--- src/rtl/if_id_stage.sv ---
`default_nettype none
// ============================================================================
//  Module      : if_id_stage
//  Description : Instruction-fetch stage plus the IF/ID pipeline register.
//                Owns the PC and fetches over a req/ready handshake to an
//                instruction memory of arbitrary latency. It holds a fetched
//                word in a one-entry skid while decode is stalled, and it
//                squashes in-flight fetches on a branch/jump redirect.
//  Revision    : 1.0  initial release
// ----------------------------------------------------------------------------
//  Parameters
//    RESET_PC     PC loaded on reset
//    NOP_INSTR    instruction word placed in IF/ID for a bubble
//  Ports
//    clk          clock; all state updates on the rising edge
//    rst          synchronous active-high reset
//    stall        hold PC and IF/ID (load-use hazard)
//    redirect     branch/jump taken; overrides stall
//    redirect_pc  redirect target (bits [1:0] ignored)
//    imem_req     fetch request (forced low while rst=1)
//    imem_addr    fetch address, stable while imem_req=1 and imem_ready=0
//    imem_rdata   fetched word, valid when imem_ready=1
//    imem_ready   request accepted and data returned this cycle
//    pc           PC of the next instruction to be requested
//    id_instr     IF/ID instruction word
//    id_pc_plus4  IF/ID PC+4
//    id_valid     IF/ID holds a real instruction
//  Optional feature (macro IF_PERF_CNT_EN)
//    fetch_cnt    count of IF/ID loads carrying a valid instruction
//    bubble_cnt   count of cycles IF/ID is loaded with a bubble
// ============================================================================
module if_id_stage #(
  parameter logic [31:0] RESET_PC  = 32'h0000_0000,
  parameter logic [31:0] NOP_INSTR = 32'h0000_0000
) (
  input  logic        clk,
  input  logic        rst,
  input  logic        stall,
  input  logic        redirect,
  input  logic [31:0] redirect_pc,
  output logic        imem_req,
  output logic [31:0] imem_addr,
  input  logic [31:0] imem_rdata,
  input  logic        imem_ready,
  output logic [31:0] pc,
  output logic [31:0] id_instr,
  output logic [31:0] id_pc_plus4,
  output logic        id_valid
`ifdef IF_PERF_CNT_EN
  ,
  output logic [31:0] fetch_cnt,
  output logic [31:0] bubble_cnt
`endif
);

  localparam logic [31:0] c_pc_step   = 32'd4;
  localparam logic [31:0] c_align_msk = 32'hFFFF_FFFC;

  // S_FETCH : request outstanding on r_fetch_addr
  // S_HOLD  : no request; skid holds a word fetched while decode stalled
  // S_DROP  : request on a stale address still outstanding; its data is junk
  typedef enum logic [1:0] {
    S_FETCH = 2'd0,
    S_HOLD  = 2'd1,
    S_DROP  = 2'd2
  } state_t;

  state_t      r_state, w_state_nxt;
  logic [31:0] r_pc, w_pc_nxt;
  logic [31:0] r_fetch_addr, w_fetch_addr_nxt;
  logic [31:0] r_skid_instr, w_skid_instr_nxt;
  logic [31:0] r_skid_pc4, w_skid_pc4_nxt;
  logic [31:0] r_id_instr, w_id_instr_nxt;
  logic [31:0] r_id_pc4, w_id_pc4_nxt;
  logic        r_id_valid, w_id_valid_nxt;
  logic        w_load_valid;
  logic        w_load_bubble;
  logic [31:0] w_redirect_tgt;

  assign w_redirect_tgt = redirect_pc & c_align_msk;

  // Request is a pure function of state so it cannot drop mid-handshake.
  assign imem_req    = !rst && (r_state != S_HOLD);
  assign imem_addr   = r_fetch_addr;
  assign pc          = r_pc;
  assign id_instr    = r_id_instr;
  assign id_pc_plus4 = r_id_pc4;
  assign id_valid    = r_id_valid;

  always_comb begin
    w_state_nxt      = r_state;
    w_pc_nxt         = r_pc;
    w_fetch_addr_nxt = r_fetch_addr;
    w_skid_instr_nxt = r_skid_instr;
    w_skid_pc4_nxt   = r_skid_pc4;
    w_id_instr_nxt   = r_id_instr;
    w_id_pc4_nxt     = r_id_pc4;
    w_id_valid_nxt   = r_id_valid;
    w_load_valid     = 1'b0;
    w_load_bubble    = 1'b0;

    if (redirect) begin
      w_pc_nxt         = w_redirect_tgt;
      w_skid_instr_nxt = NOP_INSTR;
      w_skid_pc4_nxt   = 32'd0;
      w_load_bubble    = 1'b1;
      unique case (r_state)
        S_FETCH: begin
          if (imem_ready) begin
            w_fetch_addr_nxt = w_redirect_tgt;
            w_state_nxt      = S_FETCH;
          end else begin
            // Address must stay put until the memory answers.
            w_state_nxt = S_DROP;
          end
        end
        S_HOLD: begin
          w_fetch_addr_nxt = w_redirect_tgt;
          w_state_nxt      = S_FETCH;
        end
        default: w_state_nxt = S_DROP;
      endcase
    end else begin
      unique case (r_state)
        S_FETCH: begin
          if (imem_ready) begin
            if (!stall) begin
              w_id_instr_nxt   = imem_rdata;
              w_id_pc4_nxt     = r_fetch_addr + c_pc_step;
              w_load_valid     = 1'b1;
              w_pc_nxt         = r_pc + c_pc_step;
              w_fetch_addr_nxt = r_pc + c_pc_step;
            end else begin
              w_skid_instr_nxt = imem_rdata;
              w_skid_pc4_nxt   = r_fetch_addr + c_pc_step;
              w_state_nxt      = S_HOLD;
            end
          end else if (!stall) begin
            w_load_bubble = 1'b1;
          end
        end
        S_HOLD: begin
          if (!stall) begin
            w_id_instr_nxt   = r_skid_instr;
            w_id_pc4_nxt     = r_skid_pc4;
            w_load_valid     = 1'b1;
            w_pc_nxt         = r_pc + c_pc_step;
            w_fetch_addr_nxt = r_pc + c_pc_step;
            w_state_nxt      = S_FETCH;
          end
        end
        default: begin
          if (imem_ready) begin
            // Stale response retired; restart on the latest target.
            w_fetch_addr_nxt = r_pc;
            w_state_nxt      = S_FETCH;
          end
          if (!stall) begin
            w_load_bubble = 1'b1;
          end
        end
      endcase
    end

    // A bubble keeps the old PC+4; only instr and valid are meaningful.
    if (w_load_valid) begin
      w_id_valid_nxt = 1'b1;
    end else if (w_load_bubble) begin
      w_id_instr_nxt = NOP_INSTR;
      w_id_valid_nxt = 1'b0;
    end
  end

  always_ff @(posedge clk) begin
    if (rst) begin
      r_state      <= S_FETCH;
      r_pc         <= RESET_PC;
      r_fetch_addr <= RESET_PC;
      r_skid_instr <= NOP_INSTR;
      r_skid_pc4   <= 32'd0;
      r_id_instr   <= NOP_INSTR;
      r_id_pc4     <= 32'd0;
      r_id_valid   <= 1'b0;
    end else begin
      r_state      <= w_state_nxt;
      r_pc         <= w_pc_nxt;
      r_fetch_addr <= w_fetch_addr_nxt;
      r_skid_instr <= w_skid_instr_nxt;
      r_skid_pc4   <= w_skid_pc4_nxt;
      r_id_instr   <= w_id_instr_nxt;
      r_id_pc4     <= w_id_pc4_nxt;
      r_id_valid   <= w_id_valid_nxt;
    end
  end

`ifdef IF_PERF_CNT_EN
  logic [31:0] r_fetch_cnt;
  logic [31:0] r_bubble_cnt;

  always_ff @(posedge clk) begin
    if (rst) begin
      r_fetch_cnt  <= 32'd0;
      r_bubble_cnt <= 32'd0;
    end else begin
      if (w_load_valid) begin
        r_fetch_cnt <= r_fetch_cnt + 32'd1;
      end
      if (w_load_bubble) begin
        r_bubble_cnt <= r_bubble_cnt + 32'd1;
      end
    end
  end

  assign fetch_cnt  = r_fetch_cnt;
  assign bubble_cnt = r_bubble_cnt;
`endif

endmodule
`default_nettype wire

--- config.mk ---
export PLATFORM = sky130hd
export DESIGN_NAME = if_id_stage
export DESIGN_NICKNAME = d
export VERILOG_FILES = /design/src/rtl/if_id_stage.sv
export SDC_FILE = /design/constraint.sdc
export NUM_CORES = 1
export LEC_CHECK = 0
export BUFFER_PORTS_ARGS = -buffer_cell sky130_fd_sc_hd__buf_4
export CAP_MARGIN = 20
export CORE_MARGIN = 5
export CORE_UTILIZATION = 35
export CTS_CLUSTER_DIAMETER = 30
export DETAILED_ROUTE_END_ITERATION = 6
export PLACE_DENSITY = 0.59
export SKIP_LAST_GASP = 1
export SYNTH_ARGS = -nofsm -noshare
export SYNTH_HDL_FRONTEND = slang
export SYNTH_SLANG_ARGS = --single-unit
--- constraint.sdc ---
create_clock -name clk -period 2.74 [get_ports clk]
set_clock_uncertainty 0.2 [all_clocks]
set_input_delay 0.411 -clock clk [delete_from_list [all_inputs] [get_ports clk]]
set_output_delay 0.411 -clock clk [all_outputs]
set_load 0.01 [all_outputs]
### Word-level counts from Yosys, hierarchy flattened

Index checks and enable logic that the tools add are counted.

* register bits: 195
* bits of input ports: 69
* logic and storage cells: 74

* add/sub/neg operators: 2
* eq/ne operators: 9
* multiplexer cells: 39
* bitwise logic cells: 1
* reduce and logical (&&, ||, !) cells: 14

Operators by type and width (count)
* 32-bit two-way mux: 17
* 32-bit case mux with 2 select lines: 5
* 32-bit by 3-bit adder with 32-bit output (second input constant): 2
* 2-bit two-way mux: 6
* 3-bit inequality test (second input constant): 3
* 2-bit case mux with 2 select lines: 2
* 1-bit two-way mux: 7
* 2-bit inequality test (second input constant): 3
* 3-bit AND reduction: 2
* 3-bit nonzero test: 2
* 5-bit AND reduction: 1
* 1-bit case mux with 2 select lines: 2
* 2-bit AND reduction: 2
* 4-bit AND reduction: 1
* 2-bit nonzero test: 2
* 3-bit by 1-bit inequality test with 1-bit output (second input constant): 1
* 2-bit by 1-bit equality test with 1-bit output (second input constant): 1
* 2-bit zero test: 1
* 2-bit by 1-bit inequality test with 1-bit output (second input constant): 1
* 2-bit OR reduction: 1
* 1-bit logical AND: 1
* 1-bit zero test: 1
* 1-bit NOT: 1

### Longest topological paths before layout

Gate-level depths: netlist of the first run.

* depth in word-level cells: 6
* gate-level depth with buffers: 8
* depth with buffers taken out: 6

### Worst setup path after synthesis of the first run

Ideal clock, no wire load.

* path type: register -> register
* from: register r_pc[2], in the netlist pc[2]
* to: register r_pc[24], in the netlist pc[24]
* arrival time: 2.068 ns
* required time: 2.461 ns
* setup slack: 0.393 ns
* stages on the path, launching flop included: 9
* clock period less this slack: 2.347 ns
* cell sequence: dfxtp_1 -> ha_1 -> nand3_1 -> or4_1 -> buf_6 -> buf_6 -> nor4_2 -> xnor2_1 -> a211oi_2

* word-level cells in the longest chain between the ends: 5

RTL lines
* start: declaration: line 69 `logic [31:0] r_pc, w_pc_nxt;`
* start signal: assignment: line 186 `r_pc <= w_pc_nxt;`
* 32-bit by 3-bit adder with 32-bit output *: line 131, 147
* 32-bit two-way mux *: line 127, 143
* 32-bit two-way mux: line 126 `if (imem_ready) begin`
* 32-bit case mux with 2 select lines *: line 124 `unique case (r_state)`
* 32-bit two-way mux *: line 102 `if (redirect) begin`

Mark *: on every way between the ends. The rest lies on a longest branch, timed or not. The select of a mux whose other input is x is not followed.
A chain may end at the register's enable or synchronous reset.

### Worst setup path in the final report of the first run

* from: register r_fetch_addr[3], in the netlist imem_addr[3]
* to: register r_id_pc4[20], in the netlist id_pc_plus4[20]

* word-level cells in the longest chain between the ends: 4

RTL lines
* start: declaration: line 70 `logic [31:0] r_fetch_addr, w_fetch_addr_nxt;`
* start signal: assignment: line 187 `r_fetch_addr <= w_fetch_addr_nxt;`
* 32-bit by 3-bit adder with 32-bit output: line 129 `w_id_pc4_nxt = r_fetch_addr + c_pc_step;`
* 32-bit two-way mux: line 127 `if (!stall) begin`
* 32-bit two-way mux: line 126
* 32-bit case mux with 2 select lines: line 124
* end signal: assignment: line 191 `r_id_pc4 <= w_id_pc4_nxt;`
* end: declaration: line 74 `logic [31:0] r_id_pc4, w_id_pc4_nxt;`

No other way between the ends. The select of a mux whose other input is x is not followed.

==> results of run 1 <==
layer usage:
metal / share of wire (%) / vias to the layer above
met5: 0 / -
li1: - / 4527
met4: 2.4 / 0
met1: 47 / 4369
met2: 45 / 292
met3: 5.1 / 41
sequential cells by signal, indices dropped and copies added, names as in the netlist:
signal	cells
id_instr	32
r_skid_instr	32
id_pc_plus4	30
imem_addr	30
pc	30
r_skid_pc4	30
r_state	2
id_valid	1
cells in the mapped netlist, types with 5 or more instances:
library cell | instances | share of area, %
o21ai_0 | 63 | 3.4
and2_1 | 8 | 0.54
and3_1 | 5 | 0.34
xnor2_1 | 55 | 5.2
a21boi_0 | 15 | 1.2
nor2_1 | 126 | 5.1
buf_1 | 11 | 0.44
o22a_1 | 22 | 2.1
buf_2 | 5 | 0.27
a21oi_1 | 116 | 6.2
a211o_1 | 10 | 0.94
nand2b_1 | 7 | 0.47
nand2_1 | 136 | 5.5
nor4_1 | 14 | 0.94
o211ai_1 | 5 | 0.40
nand4_1 | 28 | 1.9
and4_1 | 7 | 0.66
buf_4 | 9 | 0.73
o22ai_1 | 38 | 2.6
nand3_1 | 44 | 2.4
a31oi_1 | 9 | 0.61
nor2b_1 | 6 | 0.40
inv_1 | 10 | 0.40
a211oi_1 | 38 | 3.1
clkbuf_1 | 81 | 3.3
dfxtp_1 | 187 | 40
xor2_1 | 25 | 2.4
nor3_1 | 30 | 1.6
o21a_1 | 14 | 1.1
logic make-up after synthesis:
group	count (synthesis)	share of synthesized area [%]
buffers and inverters	118	5.36
multiplexers	4	0.444
AND/OR/NAND/NOR	433	22.0
XOR/XNOR	80	7.54
adder cells (fa/ha/maj)	2	0.269
flip-flops	187	40.3
AO/OA/AOI/OAI	354	24.1
other	1	0.0404
power by group through the flow:
stage	Sequential, mW	Clock, mW	Combinational [mW]
6_report	2.97	2.53	1.04
5_1_grt	2.98	2.69	1.13
4_1_cts	2.97	2.59	1.04
3_5_place_dp	3.03	0	1.03
3_3_place_gp	3.03	0	1.02
2_1_floorplan	3.03	0	0.541
final cells by class:
class                           count  area (µm²)  area share [%]
Clock buffer                       17         425            3.61
Clock inverter                     15         176            1.50
Inverter                           10        37.5           0.319
Multi-Input combinational cell    879        5100            43.2
Sequential cell                   187        3740            31.8
Tap cell                          335         419            3.56
Timing Repair Buffer              246        1880            16.0
how the worst min path moves through the flow:
stage	startpoint	endpoint	slack, ns	cells after the start
6_report	redirect_pc[27]	pc[27]	0.03	2
5_1_grt	imem_rdata[11]	r_skid_instr[11]	0.02	3
4_1_cts	redirect_pc[27]	pc[27]	0.008	2
3_5_place_dp	id_pc_plus4[2]	id_pc_plus4[2]	0.25	2
3_3_place_gp	id_pc_plus4[10]	id_pc_plus4[10]	0.24	2
2_1_floorplan	r_skid_instr[8]	r_skid_instr[8]	0.24	2
worst max-delay path: stages, from the launching register on:
cell and delay, ns:
dfxtp_1 0.47, ha_1 0.32, and4_1 0.31, nand3_1 0.27, nor3b_1 0.33, xnor2_1 0.22
o221ai_1 0.17
metrics by stage:
step                power [mW]  utilization [%]  hold slack, ns  std cells  worst slack, ns
global placement          4.05             42.8           0.241       1657            0.281
global route              6.81             45.1          0.0177       1689            0.139
CTS                       6.59             45.1         0.00798       1689            0.324
floorplan                 3.58                -           0.236       1184            0.393
detailed placement        4.06             42.8           0.246       1657            0.252
finish                    6.54             45.1          0.0301       1689            0.319
==> results.txt, run 1 <==
Status: completed
IO Count: 199
CP arrival: 2.51 ns
Internal: 4.59 mW
Gr ovfl total: 0
Yosys warning count: 0
GR Util met3: 3.21%
Rows: 59
Number of DRC markers in iteration 0: 622
Pin count of the biggest net entering global routing: 58
CTS H-Tree Depth: 4
CP Max Fanout: 7
CTS Root Cell: clkbuf_16
Worst Setup Start Kind: register
Post-route cell area: 11,800 µm²
Seq cells post-synth: 187
EDFF count, synth: 0
Post-Syn Area per Cell: 7.88 µm²
Initial core utilization: 35.6%
End point of the critical path: id_pc_plus4[20]
CTS resizes: 0
Period utilization: 88.3%
Ant diodes: 0
Slew HR: 40.7%
Sw power: 1.95 mW
Global Route Usage Sum: 20.2%
Nets@finish: 1,412
CTS tree: yes
Switching share of power: 29.8%
Final min period: 2.42 ns
Clock latency on the worst-skew pair: 0.43 ns
Placed cell area: 11,200 µm²
Max Cap Viol: 0
Vias in the first global route: 8,551
CP Launch Point: imem_addr[3]
Reg-to-reg startpoint: imem_addr[3]
Die Ht: 173 µm
Drt wl/cell: 18.6 µm
Comb pwr share: 15.9%
R2R setup slack: 0.32 ns
Fillcell total: 2,702
Met1 Use GR: 29.1%
Achievable Freq: 413 MHz
Global placement routability congestion: 0.860
Pleak: 4.40 nW
Seq/Total Area, Yosys: 40.3%
Placed wire-length estimate: 22,100 µm
Setup repair bufs after CTS: 0
Cells after Synth: 1,179
Port Buffers: 190
TNS Setup: 0 ns
CTS Buffer Depth: 2
Clk network pwr share: 38.7%
Max-slew violations: 0
Hold crit path type: in -> reg
DRC viols: 0
Critical Path End Type: register
Reg2reg path depth: 6
Final Setup Violations: 0
RSZ-0062 raised after global routing: false
Sink Count: 187
Highest-count cells in the layout ignoring fill and taps: buf_4 (243), dfxtp_1 (186), nand2_1 (136), nor2_1 (125), a21oi_1 (116)
Critical path class: reg -> reg
Worst-margin pin slew: 0.889 ns
Hold-fix buffers, CTS: 0
Clock transition at the registers of the reported paths: 0.08 ns
Netlist cell types: 60
Iteration count of the initial detailed-routing pass: 5
VDD IR-drop max: 0.000289 V
Area delta synth->final: 26.8%
Vias per cell: 5.46
Die width: 173 µm
RR Endpoint: id_pc_plus4[20]
Sequential share of power: 45.4%
Vias: 9,229
PD cells: 555 nW/µm²
Top_reg_cell synth: dfxtp_1
Initial antenna violation count: 0
Number of buffers created by CTS: 17
Detailed Route WL: 31,500 µm
Busiest grt layer: met2
Async S/R FF share, synth: 0%
First-pass GRT wire length: 49,200 µm
Post-route ant nets: 0
DIE AREA: 29,900 µm²
Core Box Area: 26,100 µm²
Met2 Use GR: 30.8%
Share of cells above drive strength 1: 22.3%
Post-Syn Area: 9290 µm²
Most common cell after layout, fill and taps aside: buf_4
Final hold viol count: 0
Req. time, crit path: 2.83 ns
No activity file was read; power rests on OpenSTA's default activity.
==> inputs of run 2 (changes only) <==
- CELL_PAD_IN_SITES_DETAIL_PLACEMENT: default -> 0
- CELL_PAD_IN_SITES_GLOBAL_PLACEMENT: default -> 1
- CTS_BUF_LIST: default -> sky130_fd_sc_hd__clkbuf_8
- PLACE_DENSITY: 0.59 -> 0.76
==> run 2 against run 1 <==
  * Global-route usage grew 0.41 points
  * Via count increased by 2.3%
  * Sequential share of layout area shrank 0.54 points
  * Routed wire length increased by 1.5%
  * Cell count is 2.9% higher
  * Combinational power rose by 7%
  * Hold slack improved by 0.023 ns
  * Die area is the same
  * Cell area up 1.7%
  * Sequential power about the same
==> results.txt, run 2 (synthesis results as in run 1) <==
Global placement routability congestion: 0.851 (was 0.860)
Worst-margin pin slew: 0.733 ns (was 0.889 ns)
RR Endpoint: imem_addr[30] (was id_pc_plus4[20])
CTS Root Cell: clkbuf_8 (was clkbuf_16)
Die Ht: 173 µm (unchanged)
Area of the multi-input gates: 5100 µm² (unchanged)
CP Max Fanout: 18 (was 7)
Drt wl/cell: 18.4 µm (was 18.6 µm)
Busiest grt layer: met1 (was met2)
Fillcell total: 2,644 (was 2,702)
CTS resizes: 0 (unchanged)
DRC viols: 0 (unchanged)
Storage element area: 3740 µm² (unchanged)
Initial core utilization: 35.6% (unchanged)
Vias per cell: 5.43 (was 5.46)
Setup repair bufs after CTS: 0 (unchanged)
Met1 Use GR: 31.0% (was 29.1%)
Highest-count cells in the layout ignoring fill and taps: buf_4 (261), dfxtp_1 (186), nand2_1 (136), nor2_1 (125), a21oi_1 (116) (was buf_4 (243), dfxtp_1 (186), nand2_1 (136), nor2_1 (125), a21oi_1 (116))
Number of buffers created by CTS: 17 (unchanged)
Slew HR: 51.1% (was 40.7%)
CTS Buffer Depth: 2 (unchanged)
Delay-heaviest family, CP: simple AND/OR/NAND/NOR gates (unchanged)
GR Util met3: 3.19% (was 3.21%)
CTS tree: yes (unchanged)
Final worst-path setup slack: 0.303 ns (was 0.319 ns)
Req. time, crit path: 2.93 ns (was 2.83 ns)
Critical Path Max Stage Delay: 0.45 ns (was 0.47 ns)
RSZ-0062 raised after global routing: false (unchanged)
CP arrival: 2.63 ns (was 2.51 ns)
Gr ovfl total: 0 (unchanged)
CP max stage cell: or4_1 (was dfxtp_1)
Reg-to-reg startpoint: pc[2] (was imem_addr[3])
CP bufs+invs: 1 (was 0)
Detailed Route WL: 31,900 µm (was 31,500 µm)
Iteration count of the initial detailed-routing pass: 5 (unchanged)
Achievable Freq: 410 MHz (was 413 MHz)
Met2 Use GR: 30.9% (was 30.8%)
Critical Path End Type: register (unchanged)
IO Count: 199 (unchanged)
Die width: 173 µm (unchanged)
Number of DRC markers in iteration 0: 796 (was 622)
Cell Count, Final, Fillers Out: 1,738 (was 1,689)
Clock latency on the worst-skew pair: 0.46 ns (was 0.43 ns)
Rows: 59 (unchanged)
Clock transition at the registers of the reported paths: 0.11 ns (was 0.08 ns)
CTS H-Tree Depth: 4 (unchanged)
Nets@finish: 1,463 (was 1,412)
Ant diodes: 0 (unchanged)
Pleak: 4.50 nW (was 4.40 nW)
Global Route Usage Sum: 20.6% (was 20.2%)
Vias: 9,439 (was 9,229)
PD cells: 482 nW/µm² (was 555 nW/µm²)
Port Buffers: 190 (unchanged)
First-pass GRT wire length: 50,600 µm (was 49,200 µm)
Area delta synth->final: 29.0% (was 26.8%)
Placed wire-length estimate: 22,600 µm (was 22,100 µm)
Hold crit path type: in -> reg (unchanged)
Status: completed (unchanged)
R2R setup slack: 0.30 ns (was 0.32 ns)
Pin count of the biggest net entering global routing: 65 (was 58)
End point of the critical path: imem_addr[30] (was id_pc_plus4[20])
Share of cells above drive strength 1: 22.6% (was 22.3%)
VDD IR-drop max: 0.000272 V (was 0.000289 V)
Core Box Area: 26,100 µm² (unchanged)
Final Setup Violations: 0 (unchanged)
Cell Chain, Critical Path: ha_1 -> nand3_1 -> or4_1 -> buf_4 -> nor4_1 -> xnor2_1 -> a211oi_2 (was ha_1 -> and4_1 -> nand3_1 -> nor3b_1 -> xnor2_1 -> o221ai_1)
TNS Setup: 0 ns (unchanged)
DIE AREA: 29,900 µm² (unchanged)
Vias in the first global route: 8,628 (was 8,551)
CP Launch Point: pc[2] (was imem_addr[3])
Post-route ant nets: 0 (unchanged)
Worst slack, placed: 0.293 ns (was 0.252 ns)
Placed Cells incl. Taps: 1,674 (was 1,657)
Max-slew violations: 0 (unchanged)
Initial antenna violation count: 0 (unchanged)
Final hold viol count: 0 (unchanged)
Max Cap Viol: 0 (unchanged)
Critical path class: reg -> reg (unchanged)
Worst Setup Start Kind: register (unchanged)
Sink Count: 187 (unchanged)
Final min period: 2.44 ns (was 2.42 ns)
Crit. path cell count: 7 (was 6)
Most common cell after layout, fill and taps aside: buf_4 (unchanged)
Reg2reg path depth: 7 (was 6)
Period utilization: 88.9% (was 88.3%)
-- run 2: cell types whose count changed in the layout (fill, tap and decap cells not counted) --
cell | previous run | this run
clkbuf_8 | 0 | 19
bufinv_16 | 1 | 0
clkbuf_16 | 17 | 0
clkinv_8 | 2 | 0
dlygate4sd3_1 | 0 | 34
buf_4 | 243 | 261
clkinvlp_4 | 0 | 2
clkinv_4 | 3 | 5
buf_12 | 3 | 2
inv_8 | 5 | 0
-- run 2: worst min path at each step --
stage,cells past startpoint,end,start
global placement,2,r_skid_instr[3],r_skid_instr[3]
detailed placement,2,r_skid_instr[13],r_skid_instr[13]
floorplan,2,r_skid_instr[8],r_skid_instr[8]
finish,3,pc[19],redirect_pc[19]
global route,3,pc[19],redirect_pc[19]
CTS,3,pc[19],redirect_pc[19]
-- run 2: metal layers --
metal / part of all wire [%] / routed length, µm
met5: 0 / 0
met4: 1.4 / 437
met1: 49 / 15500
met3: 5.3 / 1700
met2: 45 / 14300
-- run 2: power by group --
part | internal [mW] | leakage, nW | switching (mW)
Clock | 0.681 | 0.175 | 1.03
Sequential | 2.83 | 1.53 | 0.124
Combinational | 0.491 | 2.80 | 0.619
Total | 4.00 | 4.50 | 1.77
-- run 2: cell type report --
class | count | area share (%)
Inverter | 10 | 0.313
Tap cell | 335 | 3.50
Clock buffer | 19 | 2.18
Timing Repair Buffer | 297 | 19.5
Multi-Input combinational cell | 879 | 42.5
Clock inverter | 11 | 0.751
Sequential cell | 187 | 31.2
-- run 2: timing repair --
| action | in CTS | in global routing |
|---|---|---|
| hold endpoints to repair | 34 | 0 |
| hold buffers | 34 | 0 |
| endpoints found under the setup margin | 0 | 0 |
-- run 2: through the flow --
| step | hold WS, ns | utilization, % | area (µm²) | power [mW] |
|---|---|---|---|---|
| floorplan | 0.236 | - | 9310 | 3.58 |
| global placement | 0.242 | 43.2 | 11300 | 4.07 |
| detailed placement | 0.247 | 43.2 | 11300 | 4.08 |
| CTS | 0.0106 | 45.9 | 12000 | 5.84 |
| global route | 0.0143 | 45.9 | 12000 | 6.07 |
| finish | 0.0532 | 45.9 | 12000 | 5.77 |
-- run 2: worst register-to-register path: cells and delay by family, from the launching register on --
kind            cells  cell delay, ns
compound gates      1            0.22
xor+xnor            1            0.13
fa+ha+maj           1            0.24
buf+inv             1            0.23
flops               1            0.35
simple gates        3            1.01
==> inputs of run 3 (changes only) <==
- CTS_BUF_LIST: sky130_fd_sc_hd__clkbuf_8 -> default
==> run 3 against run 2 <==
  * Hold slack got worse by 0.018 ns
  * Setup slack got worse by 0.0039 ns
  * Power rose by 9.9%
  * Combinational power fell by 4%
  * Clock power rose by 36%
  * Flip-flop and latch count did not move
  * Register-to-register slack barely moved
  * First-iteration DRC count fell by 2.4%
  * Highest routed layer unchanged
==> results.txt, run 3 (synthesis results as in run 1) <==
Status: completed (unchanged)
Clk network pwr share: 36.5% (was 29.6%)
RSZ-0062 raised after global routing: false (unchanged)
Final core utilization: 45.3% (was 45.9%)
IO Count: 199 (unchanged)
Nets@finish: 1,429 (was 1,463)
Number of buffers created by CTS: 17 (unchanged)
CTS H-Tree Depth: 4 (unchanged)
Die Ht: 173 µm (unchanged)
CTS resizes: 0 (unchanged)
Req. time, crit path: 2.90 ns (was 2.93 ns)
CP Max Fanout: 18 (unchanged)
Max-slew violations: 0 (unchanged)
First-pass GRT wire length: 50,200 µm (was 50,600 µm)
TNS Setup: 0 ns (unchanged)
Iteration count of the initial detailed-routing pass: 5 (unchanged)
Pin count of the biggest net entering global routing: 65 (unchanged)
CTS Buffer Depth: 2 (unchanged)
HP Start: imem_rdata[17] (was redirect_pc[19])
Final hold viol count: 0 (unchanged)
WHS Path Cells: 3 (unchanged)
Post-route ant nets: 0 (unchanged)
Sw power: 1.84 mW (was 1.77 mW)
Pleak: 4.45 nW (was 4.50 nW)
Period utilization: 89.1% (was 88.9%)
Port Buffers: 190 (unchanged)
Vias per cell: 5.44 (was 5.43)
Sink Count: 187 (unchanged)
Reg2reg path depth: 7 (unchanged)
Global Route Usage Sum: 20.5% (was 20.6%)
CTS tree: yes (unchanged)
Critical Path End Type: register (unchanged)
Share of cells above drive strength 1: 23.2% (was 22.6%)
Setup repair bufs after CTS: 0 (unchanged)
CP arrival: 2.60 ns (was 2.63 ns)
Fillcell total: 2,652 (was 2,644)
Final min period: 2.44 ns (about the same)
Hold-fix buffers, CTS: 0 (was 34)
Internal: 4.51 mW (was 4.00 mW)
Detailed Route WL: 31,900 µm (about the same)
Achievable Freq: 410 MHz (about the same)
Reg-to-reg startpoint: pc[2] (unchanged)
Worst Setup Start Kind: register (unchanged)
Initial core utilization: 35.6% (unchanged)
Initial antenna violation count: 0 (unchanged)
Ant diodes: 0 (unchanged)
Area of the multi-input gates: 5100 µm² (unchanged)
Clock latency on the worst-skew pair: 0.43 ns (was 0.46 ns)
Critical path class: reg -> reg (unchanged)
Area delta synth->final: 27.4% (was 29.0%)
RR Endpoint: imem_addr[30] (unchanged)
Hold crit path type: in -> reg (unchanged)
Comb pwr share: 16.9% (was 19.2%)
Core Box Area: 26,100 µm² (unchanged)
Max Cap Viol: 0 (unchanged)
Tot Pwr: 6.34 mW (was 5.77 mW)
Worst-margin pin slew: 0.721 ns (was 0.733 ns)
Global placement routability congestion: 0.851 (unchanged)
Rows: 59 (unchanged)
Most common cell after layout, fill and taps aside: buf_4 (unchanged)
DRC viols: 0 (unchanged)
DIE AREA: 29,900 µm² (unchanged)
Final Setup Violations: 0 (unchanged)
Placed wire-length estimate: 22,600 µm (unchanged)
Drt wl/cell: 18.7 µm (was 18.4 µm)
Highest-count cells in the layout ignoring fill and taps: buf_4 (261), dfxtp_1 (186), nand2_1 (136), nor2_1 (125), a21oi_1 (116) (unchanged)
Number of DRC markers in iteration 0: 777 (was 796)
Hold Path End: r_skid_instr[17] (was pc[19])
Slew HR: 52.0% (was 51.1%)
R2R setup slack: 0.30 ns (about the same)
Switching share of power: 29.0% (was 30.7%)
Vias in the first global route: 8,519 (was 8,628)
PD cells: 536 nW/µm² (was 482 nW/µm²)
Worst slack, placed: 0.293 ns (unchanged)
Die width: 173 µm (unchanged)
Sequential share of power: 46.6% (was 51.2%)
CTS Root Cell: clkbuf_16 (was clkbuf_8)
Storage element area: 3740 µm² (unchanged)
Final worst-path setup slack: 0.299 ns (was 0.303 ns)
Gr ovfl total: 0 (unchanged)
VDD IR-drop max: 0.000381 V (was 0.000272 V)
Clock transition at the registers of the reported paths: 0.08 ns (was 0.11 ns)
Vias: 9,271 (was 9,439)
==> run 3: cell count changes in the layout (fill, tap and decap cells not counted), sizes merged <==
cell / change
dlygate4sd3: -34
==> run 3: per-layer routing <==
layer	vias to the layer above	part of all wire [%]	GRT usage, %	wire [µm]
met1	4426	49	30.8	15500
met2	270	45	30.7	14200
met4	0	1.2	4.42	395
li1	4556	-	-	-
met5	-	0	0	0
met3	19	5.5	3.54	1760
==> run 3: stage by stage <==
step                      hold slack [ns]  instances  area (µm²)
after floorplan                     0.236       1184        9310
after global placement              0.242       1674       11300
after detailed placement            0.247       1674       11300
after CTS                          0.0176       1704       11800
after global routing               0.0259       1704       11800
final                              0.0351       1704       11800
==> run 3: power by group through the flow <==
stage	Combinational [mW]	Sequential (mW)	Clock, mW
after floorplan	0.541	3.03	0
after global placement	1.05	3.01	0
after CTS	1.07	2.95	2.38
final	1.07	2.96	2.32
after global routing	1.17	2.97	2.50
after detailed placement	1.06	3.02	0
==> run 3: worst max-delay path by stage <==
stage / from / to / cells past startpoint
after floorplan: pc[2] / pc[24] / 8
after global placement: stall / id_pc_plus4[18] / 6
after detailed placement: stall / id_pc_plus4[18] / 6
after CTS: pc[2] / pc[22] / 7
after global routing: pc[2] / pc[22] / 7
final: pc[2] / imem_addr[30] / 7
==> run 3: cell type report <==
cell class	count	share of cell area (%)
Timing Repair Buffer	263	16.9
Clock buffer	19	3.83
Clock inverter	11	0.761
Inverter	10	0.317
Tap cell	335	3.54
Sequential cell	187	31.6
Multi-Input combinational cell	879	43.0
==> run 3: critical path, stage by stage, from the launching register on <==
cell and delay (ns):
dfxtp_1 0.34, ha_1 0.24, nand3_1 0.19, or4_1 0.44, buf_4 0.23, nor4_1 0.37, xnor2_1 0.13, a211oi_2 0.22
